[config.mk]
export PLATFORM = sky130hd
export DESIGN_NAME = pet_stats_engine
export DESIGN_NICKNAME = d
export VERILOG_FILES = /design/src/rtl/pet_stats_engine.sv
export SDC_FILE = /design/constraint.sdc
export NUM_CORES = 1
export LEC_CHECK = 0
export CAP_MARGIN = 10
export CORE_MARGIN = 2
export CORE_UTILIZATION = 40
export CTS_BUF_LIST = sky130_fd_sc_hd__clkbuf_8
export DETAILED_ROUTE_END_ITERATION = 6
export GPL_TIMING_DRIVEN = 0
export PLACE_DENSITY = 0.6
export SLEW_MARGIN = 20
export SYNTH_ARGS = -nofsm -noshare
export SYNTH_HDL_FRONTEND = slang
export SYNTH_SLANG_ARGS = --single-unit
[constraint.sdc]
create_clock -name Clk -period 3.09 [get_ports Clk]
set_clock_uncertainty 0.05 [all_clocks]
set_input_delay 0.4635 -clock Clk [delete_from_list [all_inputs] [get_ports Clk]]
set_output_delay 0.4635 -clock Clk [all_outputs]
set_load 0.1 [all_outputs]
[src/rtl/pet_stats_engine.sv]
// ---------------------------------------------------------------------------
// pet_stats_engine
//
// Virtual-pet need tracker. A free-running tick divider produces the game
// tick. Each need channel decays by one every DECAY_TICKS ticks and is
// refilled by REFILL on a rising edge of its event request. The mode FSM
// classifies the needs as OK / LOW / CRIT and moves to the terminal DEAD
// state after CRIT_TICKS ticks spent in CRIT.
//
// Ports
//   Clk        clock
//   Rst        asynchronous active-low reset
//   event_req  per-channel refill request (synchronous, debounced)
//   pause      freezes game time (tick, decay and CRIT counting)
//   revive     (PET_REVIVE_EN only) rising edge revives a DEAD pet
//   need_val   packed need values, channel i at [i*VAL_W +: VAL_W]
//   happy_val  registered minimum of all needs
//   mode       registered mode: 00 OK, 01 LOW, 10 CRIT, 11 DEAD
//   tick       one-cycle game-tick pulse
//
// Optional feature macro: PET_REVIVE_EN (adds the revive input).
// ---------------------------------------------------------------------------
module pet_stats_engine #(
    parameter int NUM_NEEDS   = 4,
    parameter int VAL_W       = 3,
    parameter int TICK_DIV    = 50000000,
    parameter int DECAY_TICKS = 5,
    parameter int REFILL      = 2,
    parameter int LOW_THR     = 2,
    parameter int CRIT_TICKS  = 10
) (
    input  logic                         Clk,
    input  logic                         Rst,
    input  logic [NUM_NEEDS-1:0]         event_req,
    input  logic                         pause,
`ifdef PET_REVIVE_EN
    input  logic                         revive,
`endif
    output logic [NUM_NEEDS*VAL_W-1:0]   need_val,
    output logic [VAL_W-1:0]             happy_val,
    output logic [1:0]                   mode,
    output logic                         tick
);

    localparam int MAXV = (1 << VAL_W) - 1;
    localparam int TCW  = (TICK_DIV > 1) ? $clog2(TICK_DIV) : 1;
    localparam int DCW  = (DECAY_TICKS > 1) ? $clog2(DECAY_TICKS) : 1;
    // The CRIT counter must be able to hold CRIT_TICKS itself once DEAD.
    localparam int CCW  = $clog2(CRIT_TICKS + 1);
    localparam logic [TCW-1:0] TICK_LAST = TCW'(TICK_DIV - 1);

    typedef enum logic [1:0] {
        MODE_OK   = 2'b00,
        MODE_LOW  = 2'b01,
        MODE_CRIT = 2'b10,
        MODE_DEAD = 2'b11
    } mode_e;

    mode_e                mode_q, mode_d;
    logic [TCW-1:0]       tick_cnt_q, tick_cnt_d;
    logic [CCW-1:0]       crit_cnt_q, crit_cnt_d;
    logic [NUM_NEEDS-1:0] evt_prev_q;
    logic [VAL_W-1:0]     happy_q, happy_d;
    logic                 alive;
    logic                 any_zero, any_low;
    logic                 revive_fire;
    logic                 revive_pend;

    assign tick  = !pause && (tick_cnt_q == TICK_LAST);
    assign alive = (mode_q != MODE_DEAD);

`ifdef PET_REVIVE_EN
    logic revive_prev_q, revive_pend_q;

    assign revive_fire = revive && !revive_prev_q && (mode_q == MODE_DEAD);
    // Mode is re-evaluated from the revived needs one cycle after the revive
    // edge, keeping the usual one-cycle lag of mode behind need_val.
    assign revive_pend = revive_pend_q;

    always_ff @(posedge Clk or negedge Rst) begin
        if (!Rst) begin
            revive_prev_q <= 1'b0;
            revive_pend_q <= 1'b0;
        end else begin
            revive_prev_q <= revive;
            revive_pend_q <= revive_fire;
        end
    end
`else
    assign revive_fire = 1'b0;
    assign revive_pend = 1'b0;
`endif

    // Game-tick divider.
    always_comb begin
        tick_cnt_d = tick_cnt_q;
        if (revive_fire) begin
            tick_cnt_d = '0;
        end else if (!pause) begin
            tick_cnt_d = (tick_cnt_q == TICK_LAST) ? '0 : tick_cnt_q + 1'b1;
        end
    end

    // Per-channel need value and decay counter.
    for (genvar gi = 0; gi < NUM_NEEDS; gi++) begin : g_need
        logic [VAL_W-1:0] need_q, need_d;
        logic [DCW-1:0]   dcnt_q, dcnt_d;
        logic             rise, dec;
        int               sum;

        assign rise = event_req[gi] && !evt_prev_q[gi];
        assign dec  = tick && (dcnt_q == DCW'(DECAY_TICKS - 1));

        always_comb begin
            need_d = need_q;
            dcnt_d = dcnt_q;
            sum    = 0;
            if (revive_fire) begin
                need_d = VAL_W'((REFILL > MAXV) ? MAXV : REFILL);
                dcnt_d = '0;
            end else if (alive) begin
                if (tick) begin
                    dcnt_d = dec ? '0 : dcnt_q + 1'b1;
                end
                // Refill and decay combine before saturation.
                sum = int'(need_q) + (rise ? REFILL : 0) - (dec ? 1 : 0);
                if (sum < 0) begin
                    need_d = '0;
                end else if (sum > MAXV) begin
                    need_d = VAL_W'(MAXV);
                end else begin
                    need_d = VAL_W'(sum);
                end
            end
        end

        always_ff @(posedge Clk or negedge Rst) begin
            if (!Rst) begin
                need_q <= VAL_W'(MAXV);
                dcnt_q <= '0;
            end else begin
                need_q <= need_d;
                dcnt_q <= dcnt_d;
            end
        end

        assign need_val[gi*VAL_W +: VAL_W] = need_q;
    end

    // Need classification and minimum.
    always_comb begin
        happy_d  = VAL_W'(MAXV);
        any_zero = 1'b0;
        any_low  = 1'b0;
        for (int i = 0; i < NUM_NEEDS; i++) begin
            if (need_val[i*VAL_W +: VAL_W] < happy_d) begin
                happy_d = need_val[i*VAL_W +: VAL_W];
            end
            if (need_val[i*VAL_W +: VAL_W] == '0) begin
                any_zero = 1'b1;
            end
            if (int'(need_val[i*VAL_W +: VAL_W]) <= LOW_THR) begin
                any_low = 1'b1;
            end
        end
    end

    // Mode FSM next state.
    always_comb begin
        mode_d     = mode_q;
        crit_cnt_d = crit_cnt_q;
        if (revive_fire) begin
            crit_cnt_d = '0;
        end else if ((mode_q == MODE_DEAD) && !revive_pend) begin
            mode_d = MODE_DEAD;
        end else if (any_zero) begin
            mode_d = MODE_CRIT;
            // Only ticks spent already in CRIT count toward death.
            if ((mode_q == MODE_CRIT) && tick) begin
                crit_cnt_d = crit_cnt_q + 1'b1;
                if (crit_cnt_q == CCW'(CRIT_TICKS - 1)) begin
                    mode_d = MODE_DEAD;
                end
            end
        end else begin
            crit_cnt_d = '0;
            mode_d     = any_low ? MODE_LOW : MODE_OK;
        end
    end

    always_ff @(posedge Clk or negedge Rst) begin
        if (!Rst) begin
            mode_q     <= MODE_OK;
            tick_cnt_q <= '0;
            crit_cnt_q <= '0;
            evt_prev_q <= '0;
            happy_q    <= VAL_W'(MAXV);
        end else begin
            mode_q     <= mode_d;
            tick_cnt_q <= tick_cnt_d;
            crit_cnt_q <= crit_cnt_d;
            evt_prev_q <= event_req;
            happy_q    <= happy_d;
        end
    end

    assign mode      = mode_q;
    assign happy_val = happy_q;

endmodule
== Word-level counts from Yosys, hierarchy flattened ==
Cells that the tools add are included.

* Word-level logic and storage cells: 115
* Bits in registers: 63
* Bits of input ports: 7

* Bitwise gates (word level): 1
* Magnitude comparators: 16
* Multiplexer cells: 40
* $add $sub $neg: 14
* Reduce and logical (&&, ||, !) cells: 21
* Equal/unequal tests: 10

{| class="wikitable"
|+ Operator list
! operator !! number
|-
| $mux 3 || 16
|-
| $add 26x1->26 const B || 1
|-
| $eq 26x26->1 const B || 1
|-
| $mux 26 || 1
|-
| $gt 5x4->1 const B || 4
|-
| $lt 5x1->1 const B || 4
|-
| $sub 4x1->5 || 4
|-
| $add 3x2->4 || 4
|-
| $mux 1 || 15
|-
| $add 3x1->3 const B || 4
|-
| $eq 3x3->1 const B || 4
|-
| $le 3x2->1 const B || 4
|-
| $logic_not 3->1 || 4
|-
| $mux 2 || 6
|-
| $logic_and 1x1->1 || 10
|-
| $lt 3x3->1 || 3
|-
| $mux 4 || 2
|-
| $logic_not 1->1 || 5
|-
| $add 4x1->4 const B || 1
|-
| $eq 2x2->1 const B || 2
|-
| $eq 4x4->1 const B || 1
|-
| $reduce_and 2->1 || 2
|-
| $lt 3x3->1 const B || 1
|-
| $ne 2x1->1 const B || 1
|-
| other kinds (2) || 2
|}

== Depth between registers and ports, before layout ==
* Word-level depth: 8
* Gate-level depth with buffers: 14

== Worst setup path after synthesis ==
Ideal clock, no wire load.

* Path type: flip-flop to flip-flop
* From: register g_need[0].need_q[2]
* To: register happy_q[0], in the netlist happy_val[0]
* Required time: 2.958 ns
* Setup slack: -0.370 ns
* Path buffers: 0
* Cell stages (with the launch flop): 15
* Clock period less this slack: 3.460 ns
* Arrival: 3.328 ns
* Cell sequence: dfstp_2 -> inv_1 -> ha_1 -> nor2b_1 -> o22ai_1 -> ha_1 -> inv_1 -> a311o_1 -> a21oi_1 -> a31oi_1 -> ha_1 -> or2_2 -> a21oi_1 -> a21oi_1 -> mux2_2

* Word-level cells in the longest chain between the ends: 8

{| class="wikitable"
|+ Ends and longest elaborated chain
! what !! line !! source
|-
| start, declared || 106 || <nowiki>logic [VAL_W-1:0] need_q, need_d;</nowiki>
|-
| start signal, assigned || 139 || <nowiki>need_q <= VAL_W'(MAXV);</nowiki>
|-
| start signal, assigned || 142 || <nowiki>need_q <= need_d;</nowiki>
|-
| $lt 3x3->1 || 156 || <nowiki>if (need_val[i*VAL_W +: VAL_W] < happy_d) begin</nowiki>
|-
| $mux 3 (*) || 156 ||
|-
| $lt 3x3->1 || 156 ||
|-
| $mux 3 (*) || 156 ||
|-
| $lt 3x3->1 || 156 ||
|-
| $mux 3 (*) || 156 ||
|-
| $lt 3x3->1 || 156 ||
|-
| $mux 3 (*) || 156 ||
|-
| named net happy_d[0] || 63 || <nowiki>logic [VAL_W-1:0] happy_q, happy_d;</nowiki>
|-
| end signal, assigned || 197 || <nowiki>happy_q <= VAL_W'(MAXV);</nowiki>
|-
| end signal, assigned || 203 || <nowiki>happy_q <= happy_d;</nowiki>
|-
| end, declared || 63 ||
|}

Mark *: on every way through the listed nets, which the timed path passes. The rest lies on a longest branch.
A chain may end at the register's enable or synchronous reset.

== Worst setup path after layout ==
Ends and elaborated chain as after synthesis.

==> results.toml <==
[status]
status = "finished, violations left"
violations = "setup timing"

[clocking]
clk_latency_ps = 340
holdBufCountCts = 0
clkSinkCount = 63
cts_buffer_depth = 2
clk_pin_slew_ps = 80
cts_made_buffers = 9
tritoncts = "yes"
htree_levels = 3
root_buffer = "clkbuf_8"

[detailed_routing]
wire_per_inst_um = 13.2
drtIter0Drc = 109
drc = 0
vias = 2867
vias_per_cell = 4.93
wirelength_mm = 7.64
detail-route-antenna-nets = 0
drt-pass1-iter-count = 4

[final_layout]
area.growth.synth_to_final_pct = 20.5
fillerInstances = 901
nets = 500
antenna_cells = 0
fin_util_pct = 49.8
final_cells = 581
drive_gt1_share_pct = 15.3

[synthesis]
ys_async_sr_fraction_pct = 100
synth-main-ff-cell = "dfrtp_1"
synth_edf_count = 0
yosysWarnings = 0
syn_area_per_cell_um2 = 9.60
synthCells = 400
synth_compound_area_share_pct = 10.8
synth_area_um2 = 3840
synth_top_family_by_area = "simple AND/OR/NAND/NOR gates"
synthMuxAreaShare_pct = 0.814
synth_nets = 453
synth_cell_type_count = 44
ys_seq_area_share_pct = 41.5
ys_ff_latch = 63
synth_xor_xnor_area_share_pct = 5.93
synthAdderAreaFrac_pct = 16.5
synth-simple-area-share_pct = 18.6

[floorplanning]
dieArea_um2 = 10400
coreArea_um2 = 9280
dieHeight_um = 102
die_x_um = 102
num_rows = 35
start_util_pct = 41.4
ios = 25

[sta]
grt_setup_unrepaired = "yes"
worstMarginPinSlew_ps = 1120
setup_viol = 1
finalHoldViolations = 0
finalCriticalPeriod_ps = 3090
slew_headroom_pct = 24.3
max_freq_mhz = 323
drv_slew = 0
timing.hold.ws_ps = 4.60
fin_tns_setup_ps = -4.26
setup_ws_ps = -4.26
min_period_over_period_pct = 100

[setup_path]
crit_end = "happy_val[0]"
cpPeakStageDelay_ps = 640
reg2reg_from = "g_need[0].need_q[2]"
crit_chain = "clkbuf_1, ha_1, nor2b_4, o22ai_2, ha_1, inv_1, a311o_1, a21oi_2, a31oi_2, ha_1, or2_4, a21oi_2, a21oi_2, mux2_4"
end_kind = "register"
crit_type = "register to register"
cp-start-kind = "register"
cp.arrival_ps = 3300
worst-path-buf-inv = 2
required_ps = 3300
cpMaxStageDelayCell = "dfstp_4"
rr_endpoint = "happy_val[0]"
rrSetupSlack_ps = -4
cp.depth = 14
path_max_fanout = 4
path_delay_family = "compound AO/OA/AOI/OAI gates"
reg2reg_depth = 14
cp-startpoint = "g_need[0].need_q[2]"

[placement]
portBuffers = 24
hpwl_mm = 5.51
place_inst = 554
place_congestion = 0.803

[global_routing]
antenna_found_initial = 0
grt_pass1_wl_mm = 13.2
grt.overflow.total = 0
grt_usage_pct = 16.0
grt_max_degree = 35
grt_pass1_vias = 2738

[pwr]
total_power_mw = 3.90
p_per_area_nw_per_um2 = 842
p_leak_nw = 2.24
irDropWorstVdd_mv = 0.407

[min_path]
hp-class = "input port to async pin"

[run]
max_cap_viol_count = 0
-- final cells by class --
| class | count | area (um^2) | share of cell area, % |
|---|---|---|---|
| clock buffer | 9 | 124 | 2.68 |
| tap | 129 | 161 | 3.49 |
| inverter | 48 | 180 | 3.89 |
| clock inverter | 7 | 88.8 | 1.92 |
| multi-input combinational | 282 | 2090 | 45.1 |
| buffer | 7 | 42.5 | 0.919 |
| sequential | 63 | 1600 | 34.6 |
| timing repair buffer | 36 | 340 | 7.36 |
-- synthesized netlist by cell type, types with 2 or more instances --
master / n / area share [%]
dfrtp_1: 48 / 31
inv_1: 48 / 4.7
ha_1: 38 / 12
nand2_1: 38 / 3.7
nor2_1: 30 / 2.9
o21ai_0: 29 / 3.8
o21ai_1: 19 / 2.5
a21oi_1: 18 / 2.3
dfstp_2: 15 / 10
xor2_1: 15 / 3.4
and3_1: 13 / 2.1
xnor2_1: 11 / 2.5
nand3_1: 9 / 1.2
fa_1: 8 / 4.2
nand4_1: 7 / 1.1
nand2b_1: 6 / 0.98
nor3_1: 5 / 0.65
nor4b_2: 4 / 1.6
buf_4: 3 / 0.59
clkbuf_1: 3 / 0.29
nand4b_1: 3 / 0.68
a22o_1: 2 / 0.46
a31oi_1: 2 / 0.33
and4_1: 2 / 0.46
mux2i_1: 2 / 0.52
nor2b_1: 2 / 0.33
nor4_4: 2 / 1.1
or3_1: 2 / 0.33
-- cells in the final DEF (no fill, tap or decap), types with 9 or more instances in the layout --
master / synthesis / routed
inv_1: 48 / 49
dfrtp_1: 48 / 48
nand2_1: 38 / 38
ha_1: 38 / 37
nor2_1: 30 / 30
o21ai_0: 29 / 29
clkdlybuf4s50_1: 0 / 21
o21ai_1: 19 / 19
a21oi_1: 18 / 15
buf_4: 3 / 15
xor2_1: 15 / 14
and3_1: 13 / 13
dfstp_2: 15 / 13
xnor2_1: 11 / 11
nand3_1: 9 / 9
clkbuf_8: 0 / 9
-- cell families (layout without fill, tap and decap cells) --
kind of cell	after synthesis	in the layout
buf+inv	55	107
mux	3	3
fa+ha+maj	46	46
simple gates	130	130
flops	63	63
compound gates	77	77
xor+xnor	26	26
-- routing by layer --
layer / global-route usage [%] / share of wire [%] / up-vias
li1: - / - / 1438
met3: 3.69 / 2.9 / 4
met5: 0 / 0 / -
met1: 22.6 / 50 / 1388
met2: 25.0 / 46 / 37
met4: 4.31 / 0.67 / 0
-- state kept, by name (all words and copies together) (netlist names) --
| signal | cells |
|---|---|
| crit_cnt_q | 4 |
| g_need.dcnt_q | 12 |
| evt_prev_q | 4 |
| mode | 2 |
| tick_cnt_q | 26 |
| happy_val | 3 |
| g_need.need_q | 12 |
-- worst min path at each step --
| stage | endpoint | slack [ps] |
|---|---|---|
| after floorplan | crit_cnt_q[0] | 120 |
| after global placement | tick_cnt_q[6] | 420 |
| after detailed placement | evt_prev_q[1] | 380 |
| after CTS | tick_cnt_q[1] | 6 |
| after global routing | g_need[0].dcnt_q[2] | 20 |
| final | tick_cnt_q[9] | 5 |
-- power by group --
group / leakage, nW / switching, mW / internal (mW)
Clock: 0.106 / 0.334 / 0.448
Combinational: 1.37 / 1.21 / 0.709
Sequential: 0.760 / 0.180 / 1.02
Total: 2.24 / 1.72 / 2.17
-- through the flow --
step / cell area [um^2] / setup slack (ps)
6_report: 4630 / -4.26
5_1_grt: 4630 / -139
4_1_cts: 4600 / -33.3
3_5_place_dp: 4280 / -1080
3_3_place_gp: 4260 / -1050
2_1_floorplan: 3860 / -206
-- timing repair --
item | 4_1_cts | 5_1_grt
setup endpoints to repair | 15 | 14
pin swaps | 8 | 1
hold endpoints to repair | 0 | 0
buffers inserted | 11 | 1
gates resized for setup | 13 | 5
-- worst reg2reg max path: cells and delay by family (launching register included) --
family / cells / cell delay, ps
AOI/OAI and AO/OA: 6 / 780
adders and majority gates: 3 / 740
DFF: 1 / 640
and+or+nand+nor: 2 / 380
muxes: 1 / 300
buffers and inverters: 2 / 140
(Power assumes the default switching activity.)
